File: config.mk
export PLATFORM = sky130hd
export DESIGN_NAME = instr_fetch_unit
export DESIGN_NICKNAME = d
export VERILOG_FILES = /design/src/rtl/instr_fetch_unit.sv
export SDC_FILE = /design/constraint.sdc
export NUM_CORES = 1
export LEC_CHECK = 0
export ABC_AREA = 1
export BUFFER_PORTS_ARGS = -buffer_cell sky130_fd_sc_hd__buf_2
export CAP_MARGIN = 20
export CORE_ASPECT_RATIO = 0.6
export CORE_MARGIN = 2
export CORE_UTILIZATION = 40
export CTS_CLUSTER_DIAMETER = 150
export DETAILED_ROUTE_END_ITERATION = 10
export GPL_ROUTABILITY_DRIVEN = 0
export PLACE_DENSITY_LB_ADDON = 0.08
export SLEW_MARGIN = 20
export SYNTH_ARGS = -nofsm -noshare
export SYNTH_HDL_FRONTEND = slang
export SYNTH_SLANG_ARGS = --single-unit
File: constraint.sdc
create_clock -name clk -period 2.4 [get_ports clk]
set_input_delay 0.24 -clock clk [delete_from_list [all_inputs] [get_ports clk]]
set_output_delay 0.24 -clock clk [all_outputs]
set_load 0.05 [all_outputs]
File: src/rtl/instr_fetch_unit.sv
// ---------------------------------------------------------------------------
// instr_fetch_unit
//
// Instruction fetch stage feeding the processor core. Owns the program
// counter, issues single-outstanding reads to instruction memory and buffers
// up to two fetched words (with their PC+4) in a small FIFO. The head entry
// is offered to the processor under a valid/ready handshake. Branch/jump
// redirects flush the FIFO and any in-flight fetch.
//
// Parameters
//   RESET_PC     fetch address after reset (must be word aligned)
//
// Ports
//   clk          in   1   clock, all state on rising edge
//   rst_n        in   1   asynchronous active-low reset
//   imem_req     out  1   read request, held until imem_ack
//   imem_addr    out  32  word-aligned read address, stable while imem_req
//   imem_ack     in   1   request accepted, imem_rdata valid this cycle
//   imem_rdata   in   32  instruction word (valid with imem_ack)
//   redirect     in   1   taken branch/jump pulse
//   redirect_pc  in   32  new fetch target, sampled with redirect
//   Instruction  out  32  FIFO head instruction
//   PC_Plus4     out  32  FIFO head fetch address + 4
//   instr_valid  out  1   FIFO head holds a valid entry
//   instr_ready  in   1   processor consumes the head this cycle
//   align_err    out  1   sticky: a redirect target had nonzero bits [1:0]
// ---------------------------------------------------------------------------
module instr_fetch_unit #(
    parameter logic [31:0] RESET_PC = 32'h0000_0000
) (
    input  logic        clk,
    input  logic        rst_n,
    output logic        imem_req,
    output logic [31:0] imem_addr,
    input  logic        imem_ack,
    input  logic [31:0] imem_rdata,
    input  logic        redirect,
    input  logic [31:0] redirect_pc,
    output logic [31:0] Instruction,
    output logic [31:0] PC_Plus4,
    output logic        instr_valid,
    input  logic        instr_ready,
    output logic        align_err
);

    typedef enum logic [1:0] {
        ST_IDLE    = 2'd0,
        ST_FETCH   = 2'd1,
        ST_DISCARD = 2'd2
    } state_t;

    state_t      r_state;
    state_t      w_state_nxt;

    logic [31:0] r_fetch_pc;
    logic [31:0] r_req_addr;
    logic [31:0] r_fifo_instr [2];
    logic [31:0] r_fifo_pc4   [2];
    logic        r_rd_ptr;
    logic        r_wr_ptr;
    logic [1:0]  r_count;
    logic        r_align_err;

    logic        w_req;
    logic        w_hs;
    logic        w_push;
    logic        w_pop;
    logic        w_fifo_full;
    logic [31:0] w_redirect_aligned;
    logic [31:0] w_req_addr_inc;

    assign w_fifo_full        = (r_count == 2'd2);
    assign w_hs               = w_req & imem_ack;
    assign w_pop              = instr_valid & instr_ready;
    // A redirect kills the word arriving on the same edge.
    assign w_push             = (r_state == ST_FETCH) & w_hs & ~redirect;
    assign w_redirect_aligned = {redirect_pc[31:2], 2'b00};
    assign w_req_addr_inc     = r_req_addr + 32'd4;

    // -----------------------------------------------------------------------
    // FSM state register
    // -----------------------------------------------------------------------
    always_ff @(posedge clk or negedge rst_n) begin
        if (!rst_n) begin
            r_state <= ST_IDLE;
        end else begin
            r_state <= w_state_nxt;
        end
    end

    // -----------------------------------------------------------------------
    // FSM next-state and request generation. imem_req depends only on the
    // state and fill level, never on redirect or instr_ready, so a pop on a
    // full FIFO does not open a request until the following cycle.
    // -----------------------------------------------------------------------
    always_comb begin
        w_state_nxt = r_state;
        w_req       = 1'b0;
        case (r_state)
            ST_IDLE: begin
                w_state_nxt = ST_FETCH;
            end
            ST_FETCH: begin
                w_req = ~w_fifo_full;
                // Memory is mid-handshake on the old address: keep it stable
                // and throw the eventual data away.
                if (redirect && w_req && !imem_ack) begin
                    w_state_nxt = ST_DISCARD;
                end
            end
            ST_DISCARD: begin
                w_req = 1'b1;
                if (imem_ack) begin
                    w_state_nxt = ST_FETCH;
                end
            end
            default: begin
                w_state_nxt = ST_IDLE;
            end
        endcase
    end

    // -----------------------------------------------------------------------
    // PC, request address, FIFO and sticky alignment error
    // -----------------------------------------------------------------------
    always_ff @(posedge clk or negedge rst_n) begin
        if (!rst_n) begin
            r_fetch_pc  <= RESET_PC;
            r_req_addr  <= RESET_PC;
            r_rd_ptr    <= 1'b0;
            r_wr_ptr    <= 1'b0;
            r_count     <= '0;
            r_align_err <= 1'b0;
            for (int unsigned i = 0; i < 2; i++) begin
                r_fifo_instr[i] <= '0;
                r_fifo_pc4[i]   <= '0;
            end
        end else if (redirect) begin
            r_fetch_pc <= w_redirect_aligned;
            r_count    <= '0;
            r_rd_ptr   <= 1'b0;
            r_wr_ptr   <= 1'b0;
            if (redirect_pc[1:0] != 2'b00) begin
                r_align_err <= 1'b1;
            end
            // Only a pending, unacknowledged request pins the old address;
            // every other case (including a discard completing on this edge)
            // moves straight to the newest target.
            if (w_state_nxt != ST_DISCARD) begin
                r_req_addr <= w_redirect_aligned;
            end
        end else begin
            if (w_push) begin
                r_fifo_instr[r_wr_ptr] <= imem_rdata;
                r_fifo_pc4[r_wr_ptr]   <= w_req_addr_inc;
                r_wr_ptr               <= ~r_wr_ptr;
            end
            if (w_pop) begin
                r_rd_ptr <= ~r_rd_ptr;
            end
            case ({w_push, w_pop})
                2'b10:   r_count <= r_count + 2'd1;
                2'b01:   r_count <= r_count - 2'd1;
                default: r_count <= r_count;
            endcase

            case (r_state)
                ST_FETCH: begin
                    if (w_hs) begin
                        r_fetch_pc <= w_req_addr_inc;
                        r_req_addr <= w_req_addr_inc;
                    end else if (!w_req) begin
                        r_req_addr <= r_fetch_pc;
                    end
                end
                ST_DISCARD: begin
                    if (imem_ack) begin
                        r_req_addr <= r_fetch_pc;
                    end
                end
                default: begin
                end
            endcase
        end
    end

    // -----------------------------------------------------------------------
    // Outputs: all registered, head data never bypasses from imem_rdata
    // -----------------------------------------------------------------------
    assign imem_req    = w_req;
    assign imem_addr   = r_req_addr;
    assign instr_valid = (r_count != 2'd0);
    assign Instruction = r_fifo_instr[r_rd_ptr];
    assign PC_Plus4    = r_fifo_pc4[r_rd_ptr];
    assign align_err   = r_align_err;

endmodule

==> results of run 1 <==
-- logic make-up (layout without fill, tap and decap cells) --
| kind of cell | Yosys count | count (layout) | synth area share [%] |
|---|---|---|---|
| simple gates | 836 | 836 | 33.4 |
| flops | 199 | 199 | 49.0 |
| buf+inv | 190 | 356 | 7.97 |
| compound gates | 150 | 150 | 7.78 |
| xor+xnor | 14 | 14 | 1.21 |
| fa+ha+maj | 5 | 5 | 0.616 |
-- worst max-delay path by stage --
stage | start | end | slack, ps | cells past startpoint
global placement | imem_addr[4] | imem_addr[27] | 240 | 11
detailed placement | r_state[0] | r_fifo_instr[35] | 220 | 11
floorplan | imem_addr[2] | r_fifo_pc4[54] | 200 | 9
finish | r_rd_ptr | Instruction[15] | 210 | 5
CTS | r_state[0] | r_fifo_instr[61] | 180 | 12
global route | r_state[1] | r_fifo_instr[59] | 70 | 12
-- power by group --
group / internal [mW] / leakage (nW) / switching (mW) / total (mW)
clock: 1.52 / 0.262 / 1.30 / 2.82
sequential: 4.56 / 2.57 / 0.935 / 5.49
combinational: 1.99 / 3.62 / 6.09 / 8.08
total: 8.06 / 6.45 / 8.32 / 16.4
-- cells in the final DEF (no fill, tap or decap), drive strengths merged --
master,count
o211ai,7
dlygate4sd3,1
nand3,110
nor3,1
xnor2,7
nand2,646
xor2,7
nor2,59
dfrtp,199
clkbuf,27
o21ai,137
ha,5
clkinvlp,2
inv,122
nand4,13
a21oi,3
bufinv,1
o21bai,3
buf,202
clkinv,1
nand3b,1
and2,6
-- registers in the layout, indices dropped and copies added (netlist names) --
name / cells
align_err: 1
imem_addr: 32
r_count: 2
r_fetch_pc: 32
r_fifo_instr: 64
r_fifo_pc4: 64
r_rd_ptr: 1
r_state: 2
r_wr_ptr: 1
-- layout make-up --
cell class              instances  area [um^2]  share of cell area (%)
clock buffers                  26          489                    4.07
well taps                     329          412                    3.43
flip-flops and latches        199         4980                    41.5
clock inverters                 5         62.6                   0.521
inverters                     121          454                    3.78
repair buffers                204         1230                    10.2
multi-input cells            1005         4390                    36.5
-- through the flow --
stage,hold slack (ps),std cells
after floorplan,-55.6,1394
after global placement,236,1857
after detailed placement,236,1857
after CTS,14.3,1889
after global routing,31.2,1889
final,33.5,1889
-- metal layers --
metal,routed length [um],vias to the layer above
met1,15600,4273
met5,0,-
met2,12000,239
met3,2040,21
li1,-,4667
met4,280,0
-- repair_timing --
action	in CTS	in global routing
hold buffers	1	0
endpoints found under the setup margin	0	51
buffers inserted	0	0
gates resized for setup	0	3
endpoints found under the hold margin	48	0
-- worst max-delay path: stages, from the launching register on --
cell      delay, ps
dfrtp_2         380
clkinv_1        390
buf_12          340
nand2_1          70
nand2_1          80
buf_2           220
==> results.toml, run 1 <==
[outcome]
outcome = "finished clean"

[worst_hold_path]
hold_end = "r_fetch_pc[23]"
hold_path.class = "input port to flop"
hp-start = "redirect_pc[23]"
whs_path_depth = 3

[yosys]
syn_nets = 1468
ys_seq_elements = 199
synth_common_cells = "645 x nand2_1, 199 x dfrtp_1, 117 x inv_1"
async_reset_ff_share_pct = 100
netlist_area_mm2 = 0.0102
synth_edf_count = 0
syn_inst = 1394
yosysMostFrequentCell = "nand2_1"
synth_top_cell_area_share_pct = 49.0
yosysTopAreaCell = "dfrtp_1"
ys.flop_type = "dfrtp_1"
ys_types = 31
synth-seq-area-share_pct = 49.0
synth-warning-count = 0
syn_avg_cell_area_um2 = 7.29
synthTopCellsByArea = "dfrtp_1 49%, nand2_1 24%, nand3_1 5.4%"

[cts]
clkTransAtPathRegs_ps = 70
numCtsBuffers = 17
htree_levels = 4
clockBufferDepth = 2
worstSkewPairLatency_ps = 450
cts_sinks = 199
cts_tree = "built"
cts-root-buf = "clkbuf_16"

[placed_design]
portBuffers = 167
dpl_worst_slack_ps = 219
placed_area_mm2 = 0.0114
dp_hpwl_mm = 21.0

[detailed_routing]
first_pass_iters = 5
drc_errors = 0
wl_per_cell_um = 15.8
vias_per_cell = 4.87
wirelength_mm = 29.9
ant_nets = 0
vias = 9200
drt_iter0_markers = 904

[layout]
drive_above_1_share_pct = 16.0
syn_to_final_growth_pct = 18.2
nets = 1622
fin_util_pct = 47.8
fin_area_mm2 = 0.0120
nFillCells = 2620
n_antenna_cell = 0

[global_routing]
grt_pass1_vias = 8492
grt_util_met3_pct = 5.53
use_met2_pct = 32.1
met1_usage_pct = 37.5
grt_max_degree = 86
grt_antenna_before_repair = 0
grt_usage_pct = 23.6
overflow = 0
grt_pass1_wl_mm = 48.4
busiest_layer = "met1"

[timing]
max_freq_ghz = 0.456
fin_skew_ps = 7.32
hold_viol_final = 0
setup_viol = 0
max_slew.worst_pin.slew_ps = 593
final.period_utilization_pct = 91.4
slew_viol_final = 0
rsz0062_at_grt = "false"
slew_headroom_pct = 60.5
setup_slack_ps = 206
fin_crit_ps = 2190
setup_tns_ps = 0

[critical_path]
r2r-end = "r_fifo_instr[61]"
arrival_ps = 1950
r2r-start = "r_state[0]"
ff2ff_path_depth = 12
critical_path.startpoint_type = "flop"
cp_max_fo = 33
reg2reg_slack_ps = 250
critPathKind = "flop to primary output"
end_kind = "primary output"
critPathRequiredTime_ps = 2160

[power]
power_mw = 16.4
powerDensity_mw_per_mm2 = 1360
vdd_drop_max_mv = 0.695
leakage_nw = 6.45

[floorplan]
die_x_um = 210
die_h_um = 127
core_area_mm2 = 0.0251
initial_core_util_pct = 40.5
die_area_mm2 = 0.0267
rows = 45
ioPinCount = 168

[job]
cap_viol_max_count = 0
Note: power is estimated with default switching activity, not from simulation.
==> run 2, diff against run 1 <==
- CORE_UTILIZATION: 40 -> 33
- TNS_END_PERCENT: unset -> 30
==> results.toml, run 2 (synthesis results as in run 1) <==
[detailed_routing]
wirelength_mm = 30.8
drt_iter0_markers = 703
drc_errors = 0
first_pass_iters = 6
vias_per_cell = 4.60
wl_per_cell_um = 15.6
vias = 9064
ant_nets = 0

[placed_design]
portBuffers = 167
placed_area_mm2 = 0.0116
dp_hpwl_mm = 21.9
placedCellCount = 1936

[layout]
drive_above_1_share_pct = 16.3
nets = 1623
nFillCells = 3261
layout_commonest_cell = "nand2_1"
n_antenna_cell = 0
fin_area_mm2 = 0.0122
final_cells = 1970
final_cell_mix = "645 x nand2_1, 198 x dfrtp_1, 166 x buf_2, 117 x inv_1, 109 x nand3_1"
syn_to_final_growth_pct = 20.1
top_regs = "r_fifo_instr x64, r_fifo_pc4 x64"

[power]
power_mw = 16.6
vdd_drop_max_mv = 0.570
leakage_nw = 6.49
powerDensity_mw_per_mm2 = 1360

[floorplan]
die_h_um = 140
die_area_mm2 = 0.0323
core_area_mm2 = 0.0301
initial_core_util_pct = 33.8
ioPinCount = 168
die_x_um = 231
rows = 49

[timing]
slew_viol_final = 0
rsz0062_at_grt = "false"
setup_viol = 0
hold_viol_final = 0
slew_headroom_pct = 66.1
final.period_utilization_pct = 89.5
setup_tns_ps = 0
fin_crit_ps = 2150
fin_skew_ps = 16.5
max_slew.worst_pin.slew_ps = 508
max_freq_ghz = 0.466

[critical_path]
cp_common_cell = "nor2_4"
crit_family = "simple AND/OR/NAND/NOR gates"
critPathRequiredTime_ps = 2720
arrival_ps = 2470
critical_path.startpoint_type = "flop"
crit_chain = "inv_1 > ha_1 > nor2_1 > nor2_4 > nand3_2 > nor2_4 > nand2_4 > nor2_8 > inv_2 > buf_12 > o21ai_0"
path_buf_inv = 3
max_stage_delay_ps = 400
cp_max_fo = 54
end_kind = "flop"
critPathKind = "flop to flop"
critPathSlowestCell = "dfrtp_1"

[cts]
numCtsBuffers = 17
cts-root-buf = "clkbuf_16"
clkTransAtPathRegs_ps = 80
cts_sinks = 199
htree_levels = 4
clockBufferDepth = 2
cts_tree = "built"
worstSkewPairLatency_ps = 450

[worst_hold_path]
hold_path.class = "input port to flop"

[global_routing]
overflow = 0
grt_pass1_vias = 8691
grt_antenna_before_repair = 0
grt_pass1_wl_mm = 49.8
grt_max_degree = 84
grt_usage_pct = 19.9

[job]
cap_viol_max_count = 0

[outcome]
outcome = "finished clean"
-- run 2: changes by cell type in the layout (fill, tap and decap cells not counted), sizes merged --
cell / previous run / this run
clkbuf: 27 / 18
clkinv: 1 / 7
dlygate4sd3: 1 / 2
inv: 122 / 126
-- run 2: path summary, 6_finish.rpt --
| path | start | to | slack, ps | cells past startpoint |
|---|---|---|---|---|
| max | r_state[1] | r_fifo_pc4[3] | 250 | 11 |
| min | redirect_pc[0] | align_err | 30 | 3 |
| max reg2reg | r_state[1] | r_fifo_pc4[3] | 250 | 11 |
| min reg2reg | r_fifo_pc4[5] | r_fifo_pc4[5] | 470 | 2 |
| max in group asynchronous | rst_n | r_rd_ptr | 1470 | 3 |
| min in group asynchronous | rst_n | r_fifo_pc4[50] | 260 | 2 |
-- run 2: layout make-up --
class	count	area (um^2)	area share [%]
sequential	199	4980	40.8
inverter	121	454	3.72
tap	408	510	4.18
multi-input combinational	1005	4380	35.9
clock buffer	17	425	3.49
timing repair buffer	205	1290	10.6
clock inverter	15	159	1.30
-- run 2: where the power goes --
| group | total, mW | internal, mW | leakage [nW] | switching [mW] |
|---|---|---|---|---|
| Sequential | 5.48 | 4.55 | 2.57 | 0.923 |
| Clock | 2.92 | 1.47 | 0.281 | 1.45 |
| Combinational | 8.17 | 2.05 | 3.64 | 6.12 |
-- run 2: routing by layer --
layer	GRT usage [%]	wire length, um	up-vias	part of all wire, %
li1	-	-	4663	-
met1	31.2	16300	4259	53
met2	28.6	12900	130	42
met3	3.77	1360	12	4.4
met4	3.26	172	0	0.56
met5	0	0	-	0
-- run 2: what timing repair did --
action	4_1_cts	5_1_grt
hold endpoints to repair	33	0
endpoints found under the setup margin	0	4
resized for setup	0	1
setup buffers	0	0
hold buffers	2	0
-- run 2: worst min-delay path: cells and delay by family --
family / cells / cell delay, ps
and+or+nand+nor: 1 / 30
AOI/OAI and AO/OA: 1 / 100
buffers and inverters: 1 / 70
-- run 2: through the flow --
step	utilization (%)	hold WS, ps	worst slack (ps)
after floorplan	-	-55.6	201
after global placement	38.5	188	319
after detailed placement	38.5	186	266
after CTS	40.5	6.32	255
after global routing	40.5	30.3	2.71
final	40.5	33.2	253
==> run 3, diff against run 2 <==
- CORE_MARGIN: 2 -> 1
- clock period: 2.4 -> 1.9 ns (I/O delays scaled with it)
==> results.toml, run 3 (synthesis results as in run 1) <==
[timing]
slew_viol_final = 0
fin_hold_ws_ps = 21.2
max_freq_ghz = 0.493
final.period_utilization_pct = 107
setup_viol = 151
max_slew.worst_pin.slew_ps = 446
hold_viol_final = 0
fin_skew_ps = 11.5
rsz0062_at_grt = "true"
slew_headroom_pct = 70.0
setup_slack_ps = -127
fin_crit_ps = 2030

[job]
cap_viol_max_count = 0

[floorplan]
core_area_mm2 = 0.0301
die_x_um = 229
die_area_mm2 = 0.0315
die_h_um = 138
ioPinCount = 168
initial_core_util_pct = 33.8
rows = 49

[global_routing]
grt_max_degree = 61
grt_pass1_vias = 8963
grt_usage_pct = 20.9
grt_antenna_before_repair = 0
grt_pass1_wl_mm = 50.8
overflow = 0

[outcome]
outcome = "complete, but fails checks"
violations = "setup timing"

[power]
p_seq_share_pct = 29.3
leakage_nw = 7.34
switching_share_pct = 48.8
powerDensity_mw_per_mm2 = 1640
comb_power_share_pct = 55.2
clockPowerShare_pct = 15.5
switchingPower_mw = 11.3
vdd_drop_max_mv = 0.813
intPower_mw = 11.8
power_mw = 23.1

[placed_design]
dpl_worst_slack_ps = -84.4
portBuffers = 167
dp_hpwl_mm = 22.6

[cts]
cts_sinks = 199
clkTransAtPathRegs_ps = 70
numCtsBuffers = 17
htree_levels = 4
worstSkewPairLatency_ps = 460
cts-root-buf = "clkbuf_16"
clockBufferDepth = 2
cts_tree = "built"

[detailed_routing]
ant_nets = 0
drc_errors = 0
first_pass_iters = 6
vias_per_cell = 4.68
vias = 9836
wirelength_mm = 35.5
drt_iter0_markers = 871
wl_per_cell_um = 16.9

[layout]
final_cell_mix = "631 x nand2_1, 196 x dfrtp_1, 114 x inv_1, 108 x nand3_1, 106 x buf_4"
fin_util_pct = 46.9
n_antenna_cell = 0
drive_above_1_share_pct = 22.3
top_regs = "r_fifo_instr x64, r_fifo_pc4 x64"
multi_input_area_mm2 = 0.00459
seq_area_mm2 = 0.00499
nets = 1753
nFillCells = 3051
syn_to_final_growth_pct = 38.9
layout_commonest_cell = "nand2_1"

[worst_hold_path]
hp-start = "imem_rdata[20]"
hold_path.class = "input port to flop"

[critical_path]
critical_path.startpoint_type = "flop"
critPathRequiredTime_ps = 2230
r2r-start = "r_state[0]"
r2r-end = "r_fifo_pc4[20]"
crit_chain = "inv_2 > ha_4 > inv_2 > nor2_4 > nand3_2 > nor2_4 > nand2_4 > nor2_8 > inv_8 > clkbuf_16 > nand2_1 > o21ai_0"
max_stage_delay_ps = 380
path_depth = 12
startpoint = "r_state[0]"
critPathKind = "flop to flop"
end_kind = "flop"
ff2ff_path_depth = 12
reg2reg_slack_ps = -130
crit_family = "simple AND/OR/NAND/NOR gates"
cp_max_fo = 15
endpoint = "r_fifo_pc4[20]"
path_buf_inv = 4
arrival_ps = 2350
critPathSlowestCell = "dfrtp_1"
-- run 3: changes by cell type in the layout (fill, tap and decap cells not counted), moves of 13 or more --
cell,before,now
buf_2,166,103
buf_4,23,106
buf_6,1,21
clkbuf_4,0,13
dlygate4sd3_1,2,54
nand2_1,645,631
o21ai_0,82,23
o21ai_1,50,92
o21ai_2,5,21
-- run 3: metrics by stage --
step,setup TNS [ps],instances,instance area (um^2)
finish,-8090,2100,14100
global route,-22720,2100,14100
CTS,-968,2076,13400
detailed placement,-3990,1986,12000
global placement,-913,1986,12000
floorplan,-1480,1394,10200
-- run 3: worst min path at each step --
stage                             to  cells past startpoint
floorplan                  align_err                      0
global placement    r_fifo_instr[45]                      1
detailed placement  r_fifo_instr[45]                      1
CTS                    r_fetch_pc[2]                      3
global route        r_fifo_instr[41]                      3
finish              r_fifo_instr[20]                      3
-- run 3: power groups by stage --
stage	clock (mW)	combinational, mW	sequential, mW
floorplan	0	6.42	7.76
global placement	0	11.1	6.83
detailed placement	0	11.2	6.84
CTS	3.66	11.9	6.75
global route	3.79	13.7	6.97
finish	3.58	12.7	6.77
-- run 3: cell type report --
cell class / count / area share [%]
Clock buffer: 19 / 3.14
Clock inverter: 13 / 0.736
Inverter: 121 / 3.33
Multi-Input combinational cell: 1005 / 32.5
Sequential cell: 199 / 35.3
Tap cell: 408 / 3.62
Timing Repair Buffer: 335 / 21.3
-- run 3: layer usage --
metal | GRT usage (%) | share of wire [%] | vias up
met5 | 0 | 0 | -
met4 | 5.18 | 1.3 | 0
met2 | 29.2 | 42 | 205
li1 | - | - | 4920
met3 | 4.36 | 4.4 | 34
met1 | 32.2 | 53 | 4677
-- run 3: worst reg2reg max path: cells and delay by family (launching register included) --
kind | cells | cell delay, ps
AND/OR/NAND/NOR | 6 | 780
buffers and inverters | 4 | 400
flip-flops | 1 | 380
adder cells (fa/ha/maj) | 1 | 260
AO/OA/AOI/OAI | 1 | 90
-- run 3: what timing repair did --
item,CTS,global route
pin swaps,2,7
hold buffers,54,0
buffers inserted,3,5
gates resized for setup,70,142
hold endpoints to repair,138,0
endpoints found under the setup margin,200,231
gates cloned,1,19
